[config.mk]
export PLATFORM = sky130hd
export DESIGN_NAME = dna_readout_regs
export DESIGN_NICKNAME = d
export VERILOG_FILES = /design/src/rtl/dna_readout_regs.sv
export SDC_FILE = /design/constraint.sdc
export NUM_CORES = 1
export LEC_CHECK = 0
export BUFFER_PORTS_ARGS = -buffer_cell sky130_fd_sc_hd__buf_4
export CORE_MARGIN = 1.5
export CORE_UTILIZATION = 25
export CTS_CLUSTER_SIZE = 12
export DETAILED_ROUTE_END_ITERATION = 6
export PLACE_DENSITY = 0.42
export SYNTH_ARGS = -nofsm -noshare
export SYNTH_HDL_FRONTEND = slang
export SYNTH_SLANG_ARGS = --single-unit
[constraint.sdc]
create_clock -name clock -period 5.6 [get_ports clock]
set_input_delay 0.84 -clock clock [delete_from_list [all_inputs] [get_ports clock]]
set_output_delay 0.84 -clock clock [all_outputs]
set_load 0.005 [all_outputs]
[src/rtl/dna_readout_regs.sv]
// -----------------------------------------------------------------------------
// dna_readout_regs
//
// Qualifies the device DNA word delivered by the DNA port reader, latches it
// once it has been seen unchanged and non-zero for STABLE_CYCLES consecutive
// samples, then runs a bit-serial CRC-8 over it (MSB first, init 0x00, no
// final XOR). DNA, CRC and status are readable over a request/acknowledge
// register port with one cycle of latency.
//
// Parameters:
//   DNA_LENGTH    - DNA word width, 33..64
//   STABLE_CYCLES - identical non-zero samples required before latching, >= 1
//   CRC_POLY      - CRC-8 generator polynomial, normal form
//
// Ports:
//   clock     - system clock, rising edge
//   reset     - asynchronous, active-high reset
//   dna_i     - DNA word, zero while the reader has not finished
//   rd_req    - read request, sampled each rising edge
//   rd_addr   - register address: 0 DNA[31:0], 1 DNA[DNA_LENGTH-1:32],
//               2 status {state, dna_valid, dna_crc}, 3 zero
//   rd_data   - read data, zero whenever rd_ack is low
//   rd_ack    - one-cycle acknowledge, one cycle after the request
//   dna_valid - latched DNA and CRC are final
//   dna_crc   - CRC-8 of the latched DNA, zero until dna_valid
//   busy      - qualifying or computing the CRC
// -----------------------------------------------------------------------------
module dna_readout_regs #(
    parameter int unsigned DNA_LENGTH    = 57,
    parameter int unsigned STABLE_CYCLES = 4,
    parameter logic [7:0]  CRC_POLY      = 8'h07
) (
    input  logic                  clock,
    input  logic                  reset,
    input  logic [DNA_LENGTH-1:0] dna_i,
    input  logic                  rd_req,
    input  logic [1:0]            rd_addr,
    output logic [31:0]           rd_data,
    output logic                  rd_ack,
    output logic                  dna_valid,
    output logic [7:0]            dna_crc,
    output logic                  busy
);

    localparam int CNT_W = $clog2(STABLE_CYCLES + 1);
    localparam int BIT_W = $clog2(DNA_LENGTH);

    typedef enum logic [1:0] {
        S_WAIT    = 2'd0,
        S_QUALIFY = 2'd1,
        S_CRC     = 2'd2,
        S_READY   = 2'd3
    } state_e;

    state_e                  state_q, state_d;
    logic [DNA_LENGTH-1:0]   candidate_q, candidate_d;
    logic [DNA_LENGTH-1:0]   dna_latched_q, dna_latched_d;
    logic [CNT_W-1:0]        stable_cnt_q, stable_cnt_d;
    logic [BIT_W-1:0]        bit_cnt_q, bit_cnt_d;
    logic [7:0]              crc_q, crc_d;
    logic                    rd_ack_q;
    logic [31:0]             rd_data_q;

    logic [CNT_W-1:0]        stable_inc;
    logic [BIT_W-1:0]        bit_idx;
    logic                    crc_fb;
    logic [63:0]             dna_ext;
    logic [31:0]             status;
    logic [31:0]             rd_mux;

    assign stable_inc = stable_cnt_q + CNT_W'(1);
    // Bits are consumed MSB first, so the counter maps to a descending index.
    assign bit_idx    = BIT_W'(DNA_LENGTH - 1) - bit_cnt_q;
    assign crc_fb     = crc_q[7] ^ dna_latched_q[bit_idx];
    assign dna_ext    = 64'(dna_latched_q);

    // -------------------------------------------------------------------------
    // State and datapath registers
    // -------------------------------------------------------------------------
    // NOTE: sequential state uses non-blocking assignments so every register
    // samples pre-edge values; the read mux relies on this to report the
    // status as it was before the edge that acknowledges the request.
    always_ff @(posedge clock or posedge reset) begin
        if (reset) begin
            state_q       <= S_WAIT;
            candidate_q   <= '0;
            dna_latched_q <= '0;
            stable_cnt_q  <= '0;
            bit_cnt_q     <= '0;
            crc_q         <= 8'h00;
            rd_ack_q      <= 1'b0;
            rd_data_q     <= 32'h0;
        end else begin
            state_q       <= state_d;
            candidate_q   <= candidate_d;
            dna_latched_q <= dna_latched_d;
            stable_cnt_q  <= stable_cnt_d;
            bit_cnt_q     <= bit_cnt_d;
            crc_q         <= crc_d;
            rd_ack_q      <= rd_req;
            rd_data_q     <= rd_req ? rd_mux : 32'h0;
        end
    end

    // -------------------------------------------------------------------------
    // Next-state logic
    // -------------------------------------------------------------------------
    // NOTE: every signal assigned here gets its hold value first, so no path
    // through the case statement can leave one unassigned and infer a latch.
    always_comb begin
        state_d       = state_q;
        candidate_d   = candidate_q;
        dna_latched_d = dna_latched_q;
        stable_cnt_d  = stable_cnt_q;
        bit_cnt_d     = bit_cnt_q;
        crc_d         = crc_q;

        case (state_q)
            S_WAIT: begin
                if (dna_i != '0) begin
                    candidate_d  = dna_i;
                    stable_cnt_d = CNT_W'(1);
                    if (STABLE_CYCLES == 1) begin
                        // A single sample is already enough: latch directly.
                        dna_latched_d = dna_i;
                        crc_d         = 8'h00;
                        bit_cnt_d     = '0;
                        state_d       = S_CRC;
                    end else begin
                        state_d = S_QUALIFY;
                    end
                end
            end
            S_QUALIFY: begin
                if (dna_i == '0) begin
                    state_d = S_WAIT;
                end else if (dna_i == candidate_q) begin
                    stable_cnt_d = stable_inc;
                    if (stable_inc == CNT_W'(STABLE_CYCLES)) begin
                        dna_latched_d = candidate_q;
                        crc_d         = 8'h00;
                        bit_cnt_d     = '0;
                        state_d       = S_CRC;
                    end
                end else begin
                    // A different non-zero word restarts qualification.
                    candidate_d  = dna_i;
                    stable_cnt_d = CNT_W'(1);
                end
            end
            S_CRC: begin
                crc_d     = {crc_q[6:0], 1'b0} ^ (crc_fb ? CRC_POLY : 8'h00);
                bit_cnt_d = bit_cnt_q + BIT_W'(1);
                if (bit_cnt_q == BIT_W'(DNA_LENGTH - 1)) begin
                    state_d = S_READY;
                end
            end
            default: begin
                // READY is sticky until reset; dna_i is no longer observed.
                state_d = S_READY;
            end
        endcase
    end

    // -------------------------------------------------------------------------
    // Outputs
    // -------------------------------------------------------------------------
    always_comb begin
        dna_valid = (state_q == S_READY);
        dna_crc   = dna_valid ? crc_q : 8'h00;
        busy      = (state_q == S_QUALIFY) || (state_q == S_CRC);
        status    = {21'b0, state_q, dna_valid, dna_crc};

        case (rd_addr)
            2'd0:    rd_mux = dna_latched_q[31:0];
            2'd1:    rd_mux = dna_ext[63:32];
            2'd2:    rd_mux = status;
            default: rd_mux = 32'h0;
        endcase

        rd_ack  = rd_ack_q;
        rd_data = rd_data_q;
    end

endmodule

==> metrics.txt <==
# TYPE chip_impl_metric gauge
chip_impl_info{name="library_cell_used_as_clock_root_buffer",value="sky130_fd_sc_hd__clkbuf_16"} 1
chip_impl_metric{name="die_area",unit="sq um"} 33700
chip_impl_metric{name="clock-sinks",unit=""} 166
chip_impl_metric{name="worst_r2r_path_depth",unit=""} 8
chip_impl_metric{name="fin_skew",unit="ps"} 11.2
chip_impl_info{name="critical_path.startpoint_type",value="input pin"} 1
chip_impl_metric{name="num_antenna_cells",unit=""} 0
chip_impl_metric{name="finalWeightedCongestion",unit=""} 0.787
chip_impl_metric{name="floorplan.io_pins",unit=""} 105
chip_impl_metric{name="die_width",unit="um"} 184
chip_impl_metric{name="timing.final.setup_violations",unit=""} 0
chip_impl_metric{name="antenna_violations_before_repair",unit=""} 0
chip_impl_metric{name="antenna_violating_nets_post_route",unit=""} 0
chip_impl_metric{name="detailedRoute.firstPassIterationCount",unit=""} 4
chip_impl_metric{name="cts_setup_buffers",unit=""} 0
chip_impl_metric{name="synth-seq-area-share",unit=""} 0.510
chip_impl_metric{name="synthesized_netlist_cell_count",unit=""} 614
chip_impl_metric{name="path_max_fanout",unit=""} 34
chip_impl_info{name="run_status",value="complete, no violations"} 1
chip_impl_info{name="layout.cells.most_common",value="sky130_fd_sc_hd__dfrtp_1"} 1
chip_impl_info{name="worst_hold_path_type",value="flop to flop"} 1
chip_impl_info{name="layout_common_cells",value="sky130_fd_sc_hd__dfrtp_1 (166), sky130_fd_sc_hd__buf_4 (108), sky130_fd_sc_hd__xnor2_1 (63), sky130_fd_sc_hd__mux2_1 (62), sky130_fd_sc_hd__mux2_2 (55)"} 1
chip_impl_metric{name="globalRoute.totalOverflow",unit=""} 0
chip_impl_metric{name="period_minus_slack",unit="ps"} 3860
chip_impl_metric{name="min_path_cells",unit=""} 1
chip_impl_info{name="source_of_the_worst_register_to_register_timing_path",value="candidate_q[2]$_DFFE_PP0P_"} 1
chip_impl_metric{name="total_cts_buffers",unit=""} 17
chip_impl_metric{name="fin_tns_setup",unit="ps"} 0
chip_impl_metric{name="drt-total-wl",unit="mm"} 23.9
chip_impl_metric{name="synth_enable_flop_cells",unit=""} 0
chip_impl_metric{name="synth.distinct_cells",unit=""} 56
chip_impl_info{name="netlist_top_cells_area",value="sky130_fd_sc_hd__dfrtp_1 (51%), sky130_fd_sc_hd__mux2_1 (8.6%), sky130_fd_sc_hd__mux2_2 (7.6%)"} 1
chip_impl_info{name="post-synth-top-area-cell",value="sky130_fd_sc_hd__dfrtp_1"} 1
chip_impl_metric{name="maxCapViolations",unit=""} 0
chip_impl_metric{name="std_cell_rows",unit=""} 65
chip_impl_info{name="rr_endpoint",value="dna_latched_q[51]$_DFFE_PP0P_"} 1
chip_impl_metric{name="cts_htree_levels",unit=""} 4
chip_impl_info{name="cts_tree",value="built"} 1
chip_impl_metric{name="cts.reportedPaths.clkPinSlew",unit="ps"} 70
chip_impl_metric{name="die_h",unit="um"} 184
chip_impl_metric{name="grt_first_pass_wirelength",unit="mm"} 36.4
chip_impl_info{name="rsz0062_at_grt",value="no"} 1
chip_impl_metric{name="routed-via-count",unit=""} 5211
chip_impl_metric{name="buffer_ports.inserted",unit=""} 104
chip_impl_metric{name="viasPerCell",unit=""} 4.49
chip_impl_metric{name="routed_length_per_instance",unit="um"} 20.6
chip_impl_metric{name="fin_crit_sh",unit=""} 0.688
chip_impl_metric{name="drive_above_1_share",unit=""} 0.307
chip_impl_metric{name="cts_hold_repair.buffers",unit=""} 0
chip_impl_metric{name="cts_resized",unit=""} 0
chip_impl_metric{name="net_count_synth",unit=""} 685
chip_impl_info{name="critPathKind",value="input pin to flop"} 1
chip_impl_metric{name="start_util",unit=""} 0.256
chip_impl_metric{name="finish.net_count",unit=""} 785
chip_impl_info{name="hold_path.startpoint",value="dna_latched_q[4]$_DFFE_PP0P_"} 1
chip_impl_metric{name="setup.reg_to_reg.worst_slack",unit="ps"} 1800
chip_impl_metric{name="max_clock_freq",unit="MHz"} 259
chip_impl_metric{name="final_max_slew_viol_count",unit=""} 0
chip_impl_metric{name="synth.cell_area",unit="sq um"} 8150
chip_impl_metric{name="max_slew.worst_pin.slew",unit="ps"} 866
chip_impl_metric{name="clock_latency_on_the_worst_skew_pair",unit="ps"} 430
chip_impl_metric{name="hpwl",unit="mm"} 18.3
chip_impl_metric{name="grt.total_usage",unit=""} 0.147
chip_impl_metric{name="final_hold_viol_count",unit=""} 0
chip_impl_metric{name="yosysWarningCount",unit=""} 0
chip_impl_metric{name="cts.path.max_buffers",unit=""} 2
chip_impl_metric{name="worst_slew_margin_rel",unit=""} 0.423
chip_impl_metric{name="via_count_of_the_first_global_routing_pass",unit=""} 5670
chip_impl_metric{name="drc",unit=""} 0
chip_impl_metric{name="required_arrival_time_at_the_worst_endpoint",unit="ps"} 5910
chip_impl_metric{name="irDropWorstVdd",unit="mV"} 0.180
chip_impl_info{name="min_delay_worst_endpoint",value="dna_latched_q[4]$_DFFE_PP0P_"} 1
chip_impl_metric{name="grt_max_degree",unit=""} 89
chip_impl_metric{name="total_power",unit="mW"} 2.49
chip_impl_info{name="critPathCaptureType",value="flop"} 1
chip_impl_metric{name="placeableCoreArea",unit="sq um"} 31800
chip_impl_metric{name="leakage_component_of_the_power",unit="nW"} 4.68
chip_impl_metric{name="areaGrowthSynthToFinish",unit="%"} 21.5
chip_impl_metric{name="crit_arrival",unit="ps"} 4160
chip_impl_metric{name="postSynthAreaPerCell",unit="sq um"} 13.3
chip_impl_info{name="ys_dominant_reg_cell",value="sky130_fd_sc_hd__dfrtp_1"} 1
chip_impl_metric{name="post-synth-top-area-fraction",unit=""} 0.510
chip_impl_metric{name="drt_iter0_markers",unit=""} 194
chip_impl_metric{name="ys_async_sr_fraction",unit=""} 1.00
chip_impl_metric{name="power_density",unit="nW/um^2"} 251
chip_impl_metric{name="ys_seq_elements",unit=""} 166
-- where the power goes --
group,total [mW],internal (mW),leakage [nW],switching (mW)
Clock,1.15,0.641,0.281,0.514
Sequential,1.20,1.20,2.30,0.000352
Combinational,0.132,0.0519,2.09,0.0803
-- kinds of logic after synthesis --
group	after synthesis	share of synthesized area
DFF	166	0.510
muxes	158	0.237
and+or+nand+nor	128	0.0871
xor gates and xnor gates	68	0.0777
AOI/OAI and AO/OA	50	0.0465
buffers and inverters	35	0.0275
adders and majority gates	9	0.0138
-- Yosys cell counts, types with 12 or more instances --
| cell | instances |
|---|---|
| sky130_fd_sc_hd__and2_1 | 20 |
| sky130_fd_sc_hd__dfrtp_1 | 166 |
| sky130_fd_sc_hd__nor4_1 | 16 |
| sky130_fd_sc_hd__mux2i_1 | 26 |
| sky130_fd_sc_hd__nand4_1 | 18 |
| sky130_fd_sc_hd__nor2_1 | 34 |
| sky130_fd_sc_hd__xnor2_1 | 63 |
| sky130_fd_sc_hd__mux2_1 | 62 |
| sky130_fd_sc_hd__mux2_2 | 55 |
| sky130_fd_sc_hd__nand2_1 | 14 |
| sky130_fd_sc_hd__a22o_1 | 12 |
-- how the worst max path moves through the flow --
stage          cells past startpoint                       endpoint                     start  slack (ps)
2_1_floorplan                      1       bit_cnt_q[0]$_DFFE_PP0P_                     reset         270
3_3_place_gp                       9  dna_latched_q[49]$_DFFE_PP0P_                  dna_i[2]        1280
3_5_place_dp                       9  dna_latched_q[30]$_DFFE_PP0P_                  dna_i[2]        1210
4_1_cts                            9  dna_latched_q[51]$_DFFE_PP0P_                  dna_i[2]        1670
5_1_grt                            9           crc_q[0]$_DFFE_PP0P_  bit_cnt_q[0]$_DFFE_PP0P_        1610
6_report                           9  dna_latched_q[51]$_DFFE_PP0P_                  dna_i[2]        1740
-- per-stage QoR --
stage	std cells	worst slack, ps	hold WS, ps	instance area (sq um)	utilization
floorplan	614	270	460	8150	-
global placement	1130	1280	490	9330	0.293
detailed placement	1130	1210	500	9330	0.293
CTS	1161	1670	516	9900	0.311
global route	1161	1610	541	9900	0.311
finish	1161	1740	517	9900	0.311
-- per-layer routing --
| metal | up-vias | wire length, um | track usage | part of all wire |
|---|---|---|---|---|
| met4 | 0 | 619 | 0.0528 | 0.026 |
| li1 | 2408 | - | - | - |
| met2 | 103 | 11200 | 0.235 | 0.47 |
| met3 | 30 | 836 | 0.0305 | 0.035 |
| met5 | - | 0 | 0 | 0 |
| met1 | 2670 | 11300 | 0.198 | 0.47 |
-- final cells by class --
class,count,area (sq um)
Clock buffer,19,453
Clock inverter,12,118
Fill cell,3245,21900
Inverter,8,35.0
Multi-Input combinational cell,413,3780
Sequential cell,166,4150
Tap cell,435,544
Timing Repair Buffer,108,811
-- state kept, by name, indices dropped and copies added, names as in the netlist --
signal and count:
candidate_q 57, stable_cnt_q 3, bit_cnt_q 6, rd_data 32, crc_q 8, state_q 2
dna_latched_q 57, rd_ack 1
-- worst max-delay path: stages --
cell and delay (ps):
sky130_fd_sc_hd__buf_4 130, sky130_fd_sc_hd__xnor2_1 340, sky130_fd_sc_hd__nand4_1 140, sky130_fd_sc_hd__nor4_1 520, sky130_fd_sc_hd__and4_1 410, sky130_fd_sc_hd__nand3_1 200, sky130_fd_sc_hd__nor2_4 590, sky130_fd_sc_hd__buf_4 550
sky130_fd_sc_hd__mux2_2 400
Note: power is estimated with default switching activity, not from simulation.
